### src/rtl/crc5_check_unfold3.sv
// Receive-side CRC-5 checker, g(y) = 1 + y + y^3 + y^5.
// Three serial division steps per accepted beat; one result per frame.
module crc5_check_unfold3 #(
    parameter int MSG_BITS = 10,
    parameter int CNT_W    = 8
) (
    input  logic             clk,
    input  logic             reset,
    input  logic             in_valid,
    output logic             in_ready,
    input  logic [2:0]       in_data,
    input  logic             in_abort,
    output logic             out_valid,
    input  logic             out_ready,
    output logic [4:0]       syndrome,
    output logic             crc_ok,
    output logic             busy,
    output logic [CNT_W-1:0] err_count
);

    localparam int BEATS = (MSG_BITS + 5) / 3;
    localparam int BW    = $clog2(BEATS + 1);

    if ((MSG_BITS + 5) % 3 != 0) begin : g_bad_msg_bits
        $error("crc5_check_unfold3: MSG_BITS+5 must be a multiple of 3");
    end

    typedef enum logic {
        RECV,
        RESULT
    } state_t;

    state_t        state;
    state_t        state_next;
    logic [4:0]    lfsr;
    logic [BW-1:0] beat_cnt;
    logic [4:0]    lfsr_step;
    logic          take;
    logic          last;

    function automatic logic [4:0] step1(input logic [4:0] r, input logic b);
        return {r[3:0], b} ^ (r[4] ? 5'b01011 : 5'b00000);
    endfunction

    // in_data[2] is earliest on the wire, so it is divided in first
    function automatic logic [4:0] step3(input logic [4:0] r, input logic [2:0] d);
        logic [4:0] t;
        t = step1(r, d[2]);
        t = step1(t, d[1]);
        t = step1(t, d[0]);
        return t;
    endfunction

    assign lfsr_step = step3(lfsr, in_data);
    assign take      = (state == RECV) && in_valid && !in_abort;
    assign last      = (beat_cnt == BW'(BEATS - 1));

    always_ff @(posedge clk or posedge reset) begin
        if (reset) begin
            state <= RECV;
        end else begin
            state <= state_next;
        end
    end

    always_comb begin
        state_next = state;
        in_ready   = 1'b0;
        out_valid  = 1'b0;
        busy       = 1'b0;
        unique case (state)
            RECV: begin
                in_ready = 1'b1;
                busy     = (beat_cnt != '0);
                if (take && last) begin
                    state_next = RESULT;
                end
            end
            RESULT: begin
                out_valid = 1'b1;
                if (out_ready) begin
                    state_next = RECV;
                end
            end
            default: state_next = RECV;
        endcase
    end

    always_ff @(posedge clk or posedge reset) begin
        if (reset) begin
            lfsr      <= '0;
            beat_cnt  <= '0;
            syndrome  <= '0;
            crc_ok    <= 1'b0;
            err_count <= '0;
        end else if (state == RECV) begin
            if (in_abort) begin
                lfsr     <= '0;
                beat_cnt <= '0;
            end else if (in_valid) begin
                if (last) begin
                    lfsr     <= '0;
                    beat_cnt <= '0;
                    syndrome <= lfsr_step;
                    crc_ok   <= (lfsr_step == 5'd0);
                    if ((lfsr_step != 5'd0) && (err_count != '1)) begin
                        err_count <= err_count + 1'b1;
                    end
                end else begin
                    lfsr     <= lfsr_step;
                    beat_cnt <= beat_cnt + 1'b1;
                end
            end
        end
    end

endmodule

### config.mk
export PLATFORM = sky130hd
export DESIGN_NAME = crc5_check_unfold3
export DESIGN_NICKNAME = d
export VERILOG_FILES = /design/src/rtl/crc5_check_unfold3.sv
export SDC_FILE = /design/constraint.sdc
export NUM_CORES = 1
export LEC_CHECK = 0
export ABC_CLOCK_PERIOD_IN_PS = 2490
export CORE_MARGIN = 4
export CORE_UTILIZATION = 51
export DETAILED_ROUTE_END_ITERATION = 6
export PLACE_DENSITY = 0.78
export RECOVER_POWER = 100
export SYNTH_ARGS = -nofsm -noshare
export SYNTH_HDL_FRONTEND = slang
export SYNTH_SLANG_ARGS = --single-unit
### constraint.sdc
create_clock -name clk -period 2.49 [get_ports clk]
set_input_delay 0.498 -clock clk [delete_from_list [all_inputs] [get_ports clk]]
set_output_delay 0.498 -clock clk [all_outputs]
set_load 0.02 [all_outputs]
* Yosys cells after proc, flatten, opt, wreduce, memory -nomap -nowiden
Cells that the tools add are included.
** Word-level totals
- Bits in read-only memories :: 0
- Bits in latches :: 0
- Memories :: 0
- Register bits :: 23
- Output and inout port bits :: 17
- Memory bits (writable) :: 0
- Input port bits :: 8
** Cells by class
- Bitwise logic cells :: 5
- Order comparisons :: 0
- Add/sub/neg operators :: 2
- Equality and inequality tests :: 2
- Multiply operators :: 0
- Divide/modulo/power cells :: 0
- Shift operators :: 0
- Reductions and logical operators :: 12
- Muxes and demuxes :: 15
** Operator list (number)
- $mux 5 :: 3
- $xor 5x4->5 :: 3
- $mux 4 :: 3
- $mux 3 :: 3
- $add 8x1->8 const B :: 1
- $ne 8x8->1 const B :: 1
- $logic_not 5->1 :: 1
- $mux 1 :: 5
- $reduce_and 5->1 :: 1
- $reduce_bool 5->1 :: 1
- $logic_and 1x1->1 :: 4
- $reduce_and 4->1 :: 1
- $add 3x1->3 const B :: 1
- $eq 3x3->1 const B :: 1
- $reduce_bool 3->1 :: 1
- $not 1->1 :: 2
- $pmux 1 s2 :: 1
- $reduce_and 2->1 :: 1
- $reduce_bool 2->1 :: 1
- $logic_not 1->1 :: 1

* Longest topological paths before layout
- Depth after elaboration :: 9
- Gate-level depth with buffers :: 7
- Depth with buffers taken out :: 7

* Least setup slack after synthesis
No wires, ideal clock.
- Path type :: input port to flip-flop
- From :: input port in_data[1]
- To :: register err_count[1]
- Path slack :: 0.526 ns
- Cell stages on the path :: 7
- Data arrival time :: 1.839 ns
- Buffers on the path :: 1
- Setup time :: 0.125 ns
- Cells stage by stage :: buf_6 -> and4bb_1 -> a31oi_2 -> a2111oi_4 -> o21ai_4 -> nand2_4 -> mux2_4
** Between the ends
- Longest elaborated chain between the ends :: 5
** Ends and longest elaborated chain
- start: declaration :: RTL line 11 : input logic [2:0] in_data,
- $xor 5x4->5 (2 in a row) :: RTL line 42 : return {r[3:0], b} ^ (r[4] ? 5'b01011 : 5'b00000);
- $reduce_bool 5->1 :: RTL line 106 : if ((lfsr_step != 5'd0) && (err_count != '1)) begin
- $logic_and 1x1->1 :: RTL line 106
- $reduce_and 5->1 (no source line)
- end signal: assignment :: RTL line 107 : err_count <= err_count + 1'b1;
- end: declaration :: RTL line 18 : output logic [CNT_W-1:0] err_count
Every way passes these cells.
A chain may end at the register's enable or synchronous reset.

* Worst setup path in the final report
- From :: input port in_valid
- To :: register err_count[1]
** Between the ends
- Longest elaborated chain between the ends :: 1
** Ends and longest elaborated chain
- start: declaration :: RTL line 9 : input logic in_valid,
- $reduce_and 5->1 (no source line)
Every way passes these cells.

==> flow_summary.json <==
{
  "hold_viol": 0,
  "reg2reg_depth": 6,
  "drc": 0,
  "avgSynthCellArea_sq_um": 10.5,
  "dr.pass1.iters": 4,
  "final_common_cell": "dfrtp_1",
  "leakagePower_nw": 0.718,
  "start_util_pct": 52.9,
  "wirelength_um": 2530,
  "yosys.area_share.simple_pct": 20.3,
  "hold_depth": 2,
  "grt_overflow_total": 0,
  "final_cell_mix": "dfrtp_1 (23), dlygate4sd3_1 (19), nand2_1 (17)",
  "ctsHtreeMaxLevel": 1,
  "gr-usage-all-layers_pct": 16.6,
  "status": "finished, final reports clean",
  "drt-vias-per-instance": 5.41,
  "critPathKind": "in -> reg",
  "min_period_over_period_pct": 92.4,
  "postLayoutCoreUtil_pct": 64.6,
  "reg2reg_slack_ps": 530,
  "port_buffers": 24,
  "slew_violations": 0,
  "antennaDiodeCount": 0,
  "grt_pass1_vias": 1024,
  "max_freq_ghz": 0.435,
  "netlist_instances": 124,
  "synth_xor_area_share_pct": 8.77,
  "ant_nets": 0,
  "cts.path.max_buffers": 2,
  "yosys-top-cells-area": "dfrtp_1 (44%), xnor2_1 (6.7%), o21ai_0 (5.8%)",
  "cp_max_fo": 5,
  "worstSetupEndpointType": "flop",
  "synth.top_cell.area_share_pct": 44.3,
  "io_pins": 25,
  "finalCriticalPeriod_ps": 2300,
  "synth_async_sr_flop_share_pct": 100,
  "grt_max_degree": 24,
  "timing.rr.start": "lfsr[4]",
  "r2r_end": "err_count[1]",
  "syn_area_sq_um": 1300,
  "rows": 18,
  "hold_ws_ps": 488,
  "max-vdd-ir-drop_uv": 355,
  "drive_above_1_share_pct": 13.8,
  "insertion_delay_ps": 310,
  "die_x_um": 58.5,
  "synthMuxAreaShare_pct": 1.16,
  "synthDistinctLibCells": 33,
  "tightestPinTransition_ps": 1230,
  "cts_tree": "done",
  "maxCapViolCount": 0,
  "synth_flop_cell": "dfrtp_1",
  "cts_buffers": 3,
  "yosys.area.top_type": "dfrtp_1",
  "die_area_sq_um": 3420,
  "clock-sinks": 23,
  "core_area_sq_um": 2450,
  "post-cts-setup-buffers": 0,
  "die_y_um": 58.5,
  "cts_root_buf": "clkbuf_4",
  "cp.required_ps": 2700,
  "nNetsFinal": 164,
  "yosys_warnings": 0,
  "first_iter_violations": 13,
  "min_from": "syndrome[4]",
  "synth_top_family_by_area": "simple AND/OR/NAND/NOR gates",
  "synth_edf_count": 0,
  "hold_class": "reg -> reg",
  "p_per_area_nw_per_um2": 474,
  "vias": 985,
  "grt_pass1_wl_um": 4490,
  "syn_to_final_growth_pct": 22.1,
  "ys_ff_latch": 23,
  "relSlewSlack_pct": 17.7,
  "cts_hold_buffers": 0,
  "timing.final.setup_violations": 0,
  "cp-start-kind": "input pin",
  "synthAdderAreaFrac_pct": 2.89,
  "dpl.hpwl_um": 1890,
  "syn_nets": 135,
  "antenna_found_initial": 0,
  "synth_compound_area_share_pct": 16.1,
  "fin_skew_ps": 1.68,
  "place_congestion": 0.792,
  "cts_resized": 0,
  "critPathArrivalTime_ps": 2510,
  "cts.clk_slew.worst_paths_ps": 130,
  "wire_per_inst_um": 13.9,
  "ys_seq_area_share_pct": 44.3,
  "rsz0062_at_grt": "false",
  "worst_hold_path.endpoint": "syndrome[4]"
}
## report_power, final
group          switching (mW)  internal (mW)  leakage, nW
Clock                   0.118         0.0613       0.0139
Sequential             0.0263          0.392        0.317
Combinational          0.0807         0.0729        0.387
Total                   0.226          0.526        0.718
## critical path, stage by stage
cell,delay (ps)
dlygate4sd3_1,570
nor3b_1,470
nand3_1,220
a31oi_2,340
nand2_4,90
mux2_1,320
## kinds of logic (layout without fill, tap and decap cells)
group           count (synthesis)  in the layout
simple gates                   42             42
compound gates                 29             29
flops                          23             23
xor+xnor                       13             13
buf+inv                        13             41
fa+ha+maj                       3              3
mux                             1              1
## flip-flops by register name, summed over array words and instances (netlist names)
name and count:
state 1, syndrome 5, crc_ok 1, err_count 8
beat_cnt 3, lfsr 5
## final cells by class
| cell class | count | area (sq um) |
|---|---|---|
| Clock inverter | 1 | 7.51 |
| Inverter | 6 | 22.5 |
| Sequential cell | 23 | 576 |
| Tap cell | 30 | 37.5 |
| Multi-Input combinational cell | 88 | 631 |
| Fill cell | 208 | 870 |
| Timing Repair Buffer | 31 | 289 |
| Clock buffer | 3 | 22.5 |
## worst max path at each step
stage / start / to / cells past startpoint
finish: in_valid / err_count[1] / 6
global route: in_data[1] / err_count[7] / 9
CTS: beat_cnt[0] / busy / 4
detailed placement: in_data[1] / err_count[7] / 9
global placement: in_data[1] / err_count[1] / 8
floorplan: in_data[1] / err_count[1] / 7
## cells in the mapped netlist, types with 2 or more instances
master    number
and3_1         3
nand2_1       17
xor2_1         3
a21oi_1        3
dfrtp_1       23
buf_6          4
inv_1          6
nor3_2         2
nor2_1         4
ha_1           3
o21ai_0       15
a31oi_1        2
a31oi_2        2
xnor2_1       10
and4bb_2       2
nand3_1        7
and4bb_1       2
## per-layer routing
layer  track usage [%]  vias to the layer above  wire length (um)
met5                 0                        -                 0
met1              22.5                      469              1150
met3              2.85                        4                84
met4              4.97                        0                39
met2              27.1                       25              1260
li1                  -                      487                 -
## through the flow
stage	setup slack (ps)	setup TNS [ps]	power, mW	cells	instance area (sq um)
6_report	189	0	0.751	182	1590
5_1_grt	74.5	0	0.788	182	1590
2_1_floorplan	526	0	0.536	124	1300
3_5_place_dp	-23.8	-41.4	0.585	178	1570
4_1_cts	175	0	0.763	182	1600
3_3_place_gp	39.6	0	0.581	178	1570
Power figures use the tool's default switching activity.
